## config.mk

```make
export PLATFORM = sky130hd
export DESIGN_NAME = pc_sequencer
export DESIGN_NICKNAME = d
export VERILOG_FILES = /design/src/rtl/pc_seq_pkg.sv /design/src/rtl/pc_next_sel.sv /design/src/rtl/pc_sequencer.sv
export SDC_FILE = /design/constraint.sdc
export NUM_CORES = 1
export LEC_CHECK = 0
export ABC_CLOCK_PERIOD_IN_PS = 2700
export BUFFER_PORTS_ARGS = -buffer_cell sky130_fd_sc_hd__buf_2
export CAP_MARGIN = 20
export CORE_UTILIZATION = 50
export CTS_BUF_LIST = sky130_fd_sc_hd__clkbuf_4
export CTS_CLUSTER_DIAMETER = 200
export DETAILED_ROUTE_END_ITERATION = 8
export GPL_ROUTABILITY_DRIVEN = 0
export HOLD_SLACK_MARGIN = 0.06
export PLACE_DENSITY = 0.75
export SYNTH_ARGS = -nofsm -noshare
export SYNTH_HDL_FRONTEND = slang
export SYNTH_SLANG_ARGS = --single-unit
```

## constraint.sdc

```tcl
create_clock -name clk -period 2.7 [get_ports clk]
set_input_delay 0.27 -clock clk [delete_from_list [all_inputs] [get_ports clk]]
set_output_delay 0.27 -clock clk [all_outputs]
set_load 0.02 [all_outputs]
```

## src/rtl/pc_seq_pkg.sv

```systemverilog
// rtl/pc_seq_pkg.sv - pc_sequencer state encoding, pc_sel codes and PC step.
package pc_seq_pkg;

   localparam logic [2:0] ST_IDLE   = 3'd0;
   localparam logic [2:0] ST_FETCH  = 3'd1;
   localparam logic [2:0] ST_EXEC   = 3'd2;
   localparam logic [2:0] ST_UPDATE = 3'd3;
   localparam logic [2:0] ST_HALT   = 3'd4;

   localparam logic [1:0] PC_SEL_SEQ = 2'b00;
   localparam logic [1:0] PC_SEL_BRZ = 2'b01;
   localparam logic [1:0] PC_SEL_JMP = 2'b10;
   localparam logic [1:0] PC_SEL_JR  = 2'b11;

   localparam int PC_STEP = 4;

endpackage

```

## src/rtl/pc_next_sel.sv

```systemverilog
// rtl/pc_next_sel.sv - combinational next-PC selection and misaligned-target flag.
module pc_next_sel
   import pc_seq_pkg::*;
#(
   parameter int DATA_W = 32
) (
   input  logic [DATA_W-1:0] pc,
   input  logic [1:0]        pc_sel,
   input  logic              zero,
   input  logic [DATA_W-1:0] br_target,
   input  logic [DATA_W-1:0] j_target,
   input  logic [DATA_W-1:0] jr_target,
   output logic [DATA_W-1:0] next_pc,
   output logic              misalign
);

   logic [DATA_W-1:0] seq_pc;
   logic [DATA_W-1:0] tgt;
   logic              taken;

   always_comb begin
      seq_pc = pc + DATA_W'(PC_STEP);
      taken  = 1'b1;
      tgt    = jr_target;
      case (pc_sel)
         PC_SEL_SEQ: taken = 1'b0;
         PC_SEL_BRZ: begin
            taken = zero;
            tgt   = br_target;
         end
         PC_SEL_JMP: tgt = j_target;
         default:    tgt = jr_target;
      endcase
      // An untaken branch never flags misalign, whatever its target bits.
      next_pc  = taken ? {tgt[DATA_W-1:2], 2'b00} : seq_pc;
      misalign = taken & (|tgt[1:0]);
   end

endmodule

```

## src/rtl/pc_sequencer.sv

```systemverilog
// rtl/pc_sequencer.sv - FETCH/EXEC/UPDATE sequencer owning the program counter.
// Optional PC_SEQ_RETIRE_CNT_EN adds the retire_cnt output.
module pc_sequencer
   import pc_seq_pkg::*;
#(
   parameter int                 DATA_W   = 32,
   parameter logic [DATA_W-1:0]  RESET_PC = '0
) (
   input  logic              clk,
   input  logic              rst,
   input  logic              start,
   output logic              imem_req,
   input  logic              imem_ack,
   input  logic              ex_done,
   input  logic [1:0]        pc_sel,
   input  logic              zero,
   input  logic              is_halt,
   input  logic [DATA_W-1:0] br_target,
   input  logic [DATA_W-1:0] j_target,
   input  logic [DATA_W-1:0] jr_target,
   output logic [DATA_W-1:0] pc,
   output logic              pc_we,
   output logic              misalign,
   output logic              busy,
   output logic              halted
`ifdef PC_SEQ_RETIRE_CNT_EN
   ,
   output logic [31:0]       retire_cnt
`endif
);

   logic [2:0]        state;
   logic [1:0]        s_sel;
   logic              s_zero;
   logic [DATA_W-1:0] s_br;
   logic [DATA_W-1:0] s_j;
   logic [DATA_W-1:0] s_jr;
   logic [DATA_W-1:0] next_pc;
   logic              next_mis;

   pc_next_sel #(.DATA_W(DATA_W)) u_next (
      .pc        (pc),
      .pc_sel    (s_sel),
      .zero      (s_zero),
      .br_target (s_br),
      .j_target  (s_j),
      .jr_target (s_jr),
      .next_pc   (next_pc),
      .misalign  (next_mis)
   );

   // Outputs depend only on state and sampled registers, never on live inputs.
   assign imem_req = (state == ST_FETCH);
   assign pc_we    = (state == ST_UPDATE);
   assign misalign = pc_we & next_mis;
   assign halted   = (state == ST_HALT);
   assign busy     = (state != ST_IDLE) && (state != ST_HALT);

   always_ff @(posedge clk) begin
      if (rst) begin
         state  <= ST_IDLE;
         pc     <= RESET_PC;
         s_sel  <= PC_SEL_SEQ;
         s_zero <= 1'b0;
         s_br   <= '0;
         s_j    <= '0;
         s_jr   <= '0;
      end else begin
         case (state)
            ST_IDLE:  if (start) state <= ST_FETCH;
            ST_FETCH: if (imem_ack) state <= ST_EXEC;
            ST_EXEC: begin
               if (ex_done) begin
                  s_sel  <= pc_sel;
                  s_zero <= zero;
                  s_br   <= br_target;
                  s_j    <= j_target;
                  s_jr   <= jr_target;
                  state  <= is_halt ? ST_HALT : ST_UPDATE;
               end
            end
            ST_UPDATE: begin
               pc    <= next_pc;
               state <= ST_FETCH;
            end
            ST_HALT:  state <= ST_HALT;
            default:  state <= ST_IDLE;
         endcase
      end
   end

`ifdef PC_SEQ_RETIRE_CNT_EN
   always_ff @(posedge clk) begin
      if (rst) begin
         retire_cnt <= '0;
      end else if ((state == ST_UPDATE) || ((state == ST_EXEC) && ex_done && is_halt)) begin
         retire_cnt <= retire_cnt + 32'd1;
      end
   end
`endif

endmodule
```

# Word-level counts from Yosys, hierarchy flattened
# Index checks and enable logic that the tools add are counted.
# totals
reg_bits,134
latchBits,0
mem_bits_rw,0
rom_bits,0
n_memories,0
# classes
n_addsub,1
mul,0
div_mod_pow,0
n_lt_le_gt_ge,0
eq_ne,10
shifts,0
muxes,8
n_bitwise,2
reduce_logical,7
# op_table
cell,count
32-bit one-hot mux with 2 select lines,1
32-bit by 3-bit adder with 32-bit output (second input constant),1
32-bit 2-to-1 mux,1
3-bit one-hot mux with 5 select lines,1
3-bit 2-to-1 mux,4
3-bit by 2-bit equality test with 1-bit output (second input constant),2
2-bit != test (second input constant),2
3-bit by 1-bit equality test with 1-bit output (second input constant),1
3-bit equality test (second input constant),1
3-bit logical NOT,1
3-bit != test (second input constant),1
3-bit AND reduction,1
3-bit nonzero test,1
1-bit bitwise AND,2
2-bit by 1-bit equality test with 1-bit output (second input constant),1
2-bit equality test (second input constant),1
2-bit logical NOT,1
2-bit by 1-bit != test with 1-bit output (second input constant),1
1-bit one-hot mux with 2 select lines,1
2-bit AND reduction,1
2-bit OR reduction,1
1-bit logical AND,1

# Logic depth before layout (Yosys ltp)
# depth
word_depth,5
ltp_mapped,9
depth_no_buf,7

# Hierarchy
# From an unflattened synthesis, not the netlist that was laid out.
# unflattened
cells_unflattened,885
hier_area_um2,6398.6
# modules_own_cells
mod,n_inst,cells_each,area_per_inst_um2
pc_sequencer,1,597,4753.3
pc_next_sel,1,288,1645.3

# Worst setup path after synthesis
# No wires, ideal clock.
# synth_timing
path_kind,register -> register
start,register pc[2]
end,register pc[22]
arrival_time_ps,2178
t_required_ps,2568
slack_ps,390
path_stages_with_launch,8
path_buffers,1
cell_sequence,dfxtp_1 -> ha_1 -> nand3_1 -> or4_1 -> clkbuf_2 -> or4_1 -> a21oi_1 -> nor3_1
# synth_via
elab_chain_cells,2
# synth_rtl
element,line,source
"start, declared",pc_sequencer.sv:21,"output logic [DATA_W-1:0] pc,"
"start signal, assigned",pc_sequencer.sv:83,pc <= next_pc;
32-bit by 3-bit adder with 32-bit output,pc_next_sel.sv:22,seq_pc = pc + DATA_W'(PC_STEP);
32-bit 2-to-1 mux,pc_next_sel.sv:35,"next_pc = taken ? {tgt[DATA_W-1:2], 2'b00} : seq_pc;"
# Every way passes these cells.
# A chain may end at the register's enable or synchronous reset.

# Worst setup path after layout
# layout_timing
start,register s_sel[1]
end,output port misalign
# layout_via
elab_chain_cells,5
word_cells_on_any_way,8
classes_between,eq/ne: 2; mux: 2; bitwise: 2; reduce/logical: 2
# layout_rtl
element,line,source
"start, declared",pc_sequencer.sv:33,logic [1:0] s_sel;
"start signal, assigned",pc_sequencer.sv:74,s_sel <= pc_sel;
2-bit equality test or 2-bit by 1-bit equality test with 1-bit output (tied branches),pc_next_sel.sv:25,case (pc_sel)
32-bit one-hot mux with 2 select lines,pc_next_sel.sv:25,
2-bit OR reduction,pc_next_sel.sv:36,misalign = taken & (|tgt[1:0]);
1-bit bitwise AND (*),pc_next_sel.sv:36,
1-bit bitwise AND (*),pc_sequencer.sv:55,assign misalign = pc_we & next_mis;
"end, declared",pc_sequencer.sv:23,"output logic misalign,"
# Every way passes the cells marked *; elsewhere a longest branch is shown, timed or not.

==> qor.csv <==
metric;value;unit
wl_per_cell;17.0;microns
drcViolationCount;0;
async_flop_share;0;%
wl;19800;microns
timing.max_cap.violations;0;
dieArea;12200;sq um
power.net_switching;978;uW
reg2reg_depth;6;
gr-total-overflow;0;
r2r_start;pc[2]$_SDFFE_PP0P_;
dieHeight;111;microns
relSlewSlack;34.5;%
min_from;is_halt;
pwr_density_cell;489;nW/um^2
ys_seq_area_share;44.8;%
place_ws;0.316;ns
clockBufferDepth;2;
min_to;state[0]$_SDFFE_PP0P_;
status;completed;
setup_viol;0;
die_w;111;microns
netlist_instances;789;
path_class;reg -> out;
antenna_left;0;
io_pins;142;
firstDrtPassIters;7;
syn_area_per_cell;7.48;sq um
antenna_found_initial;0;
cts_htree_levels;4;
yosysUniqueCellTypes;48;
pwr-share-clk;36.5;%
num_vias;6860;
ys_ff_latch;132;
syn2layout_area_growth;36.0;%
final.period_utilization;91.3;%
tightest_slew;0.983;ns
p_leak;2.97;nW
cts_tree;done;
critical_path_arrival;2.19;ns
nNetsFinal;1115;
yosys_warnings;0;
diodes;0;
whs;0.110;ns
cts-buffers-inserted;17;
irDropWorstVdd;0.277;mV
fin_tns_setup;0;ns
internal-power;2.95;mW
clkTransAtPathRegs;0.12;ns
fill_cells;899;
drive_gt1_share;19.2;%
r2r_end;pc[22]$_SDFFE_PP0P_;
grt_max_degree;100;
reg2reg_slack;0.29;ns
synth_flop_cell;dfxtp_1;
fin_worst_skew;0.0159;ns
core_area;11500;sq um
sequentialPowerShare;51.6;%
max_freq;406;MHz
synth.area.top_cells;dfxtp_1, nand2_1, a21oi_1;
clk_latency;0.51;ns
hp-class;in -> reg;
whs_path_depth;3;
cts_root_buf;clkbuf_4;
syn_area;5900;sq um
start_util;51.5;%
track_usage;32.0;%
grt_pass1_vias;6551;
grt_pass1_wl;31500;microns
rows;39;
port_buffers;139;
start_kind;flop;
synth_edf_count;0;
worst-path-max-fanout;17;
synth_top_area_share;44.8;%
hold_viol;0;
finalCriticalPeriod;2.46;ns
viasPerCell;5.90;
drv_slew;0;
p_comb_share;11.9;%
drtIter0Drc;820;
dpl.hpwl;12000;microns
cts.sinks;132;
yosysTopAreaCell;dfxtp_1;
rsz0062_at_grt;false;
switching_share;24.9;%
setup_ws;0.235;ns
crit_path_end_kind;output port;
postCtsSetupBuffers;0;
cp.required;2.43;ns
[per-stage QoR]
step / cells / cell area (sq um) / power [mW] / utilization, %
floorplan: 790 / 5910 / 2.25 / -
global placement: 1031 / 6730 / 2.40 / 58.7
detailed placement: 1031 / 6730 / 2.41 / 58.7
CTS: 1162 / 8030 / 3.92 / 70.0
global route: 1162 / 8030 / 4.08 / 70.0
finish: 1162 / 8030 / 3.93 / 70.0
[final cells by class]
type,instances,area (sq um),share of cell area [%]
Sequential cell,132,2640,32.9
Clock buffer,19,143,1.78
Multi-Input combinational cell,584,2990,37.2
Tap cell,143,179,2.23
Inverter,13,48.8,0.607
Clock inverter,13,164,2.04
Timing Repair Buffer,258,1860,23.2
[how the worst max path moves through the flow]
stage	start	end	slack [ns]
2_1_floorplan	pc[2]$_SDFFE_PP0P_	pc[22]$_SDFFE_PP0P_	0.39
4_1_cts	s_sel[1]$_SDFFE_PP0P_	misalign	0.03
6_report	s_sel[1]$_SDFFE_PP0P_	misalign	0.24
3_3_place_gp	pc[2]$_SDFFE_PP0P_	pc[22]$_SDFFE_PP0P_	0.41
3_5_place_dp	pc[2]$_SDFFE_PP0P_	pc[22]$_SDFFE_PP0P_	0.32
5_1_grt	s_sel[1]$_SDFFE_PP0P_	misalign	0.08
[logic make-up after synthesis]
group                    count (synthesis)  share of synthesized area, %
AND/OR/NAND/NOR                        341                          24.9
AO/OA/AOI/OAI                          237                          24.5
flip-flops                             132                          44.8
buffers and inverters                   74                          4.85
adder cells (fa/ha/maj)                  4                         0.848
other                                    1                        0.0635
[critical path: stages (launching register included)]
cell and delay (ns):
dfxtp_1 0.36, inv_1 0.07, ha_1 0.21, nor2b_1 0.17, or2_4 0.34, nor2_2 0.19, o311a_1 0.20, buf_2 0.16
[power groups by stage]
stage / clock network [mW] / registers (mW) / logic (mW)
floorplan: 0 / 2.07 / 0.181
global placement: 0 / 2.07 / 0.334
detailed placement: 0 / 2.07 / 0.339
CTS: 1.45 / 2.03 / 0.448
global route: 1.55 / 2.03 / 0.503
finish: 1.43 / 2.03 / 0.470
[Yosys cell counts (all sizes together), types with 4 or more instances]
library cell / count
inv: 13
nor3: 24
a221oi: 14
nand4: 9
a32oi: 4
or4: 6
o211ai: 9
clkbuf: 53
a211oi: 4
o311ai: 4
a221o: 5
dfxtp: 132
nand3: 21
a22oi: 16
o21ai: 27
nor4: 6
nor2: 44
nand2: 216
ha: 4
a31oi: 5
buf: 8
a21oi: 129
[what timing repair did]
item / CTS / global route
hold buffers: 99 / 0
setup endpoints to repair: 0 / 1
resized for setup: 0 / 2
hold endpoints to repair: 99 / 0
[placed cells by master, fill, tap and decap left out, types with 5 or more instances in the layout]
master / netlist / layout
clkinv_1: 0 / 5
a221oi_1: 14 / 14
clkbuf_4: 0 / 19
buf_2: 0 / 138
a221o_1: 5 / 5
o211ai_1: 9 / 9
a31oi_1: 5 / 5
o21ai_0: 27 / 27
or4_1: 6 / 6
inv_1: 13 / 13
nand4_1: 9 / 9
nor3_1: 23 / 23
buf_4: 2 / 19
dlygate4sd3_1: 0 / 99
a21oi_1: 129 / 129
nand2_1: 216 / 216
nor2_1: 44 / 43
a22oi_1: 16 / 16
dfxtp_1: 132 / 132
nand3_1: 20 / 20
[state kept, by name, indices dropped and copies added, names as in the netlist]
register and cells:
pc 30, s_br 32, s_j 32, s_jr 32, s_sel 2, s_zero 1, state 3
[per-layer routing]
layer  track usage [%]  vias to the layer above  wire length (microns)
li1                  -                     3226                      -
met1              39.8                     3184                   7930
met3              7.76                       66                   1800
met5                 0                        -                      0
met2              53.4                      384                   9460
met4              12.7                        0                    601
(Power assumes the default switching activity.)
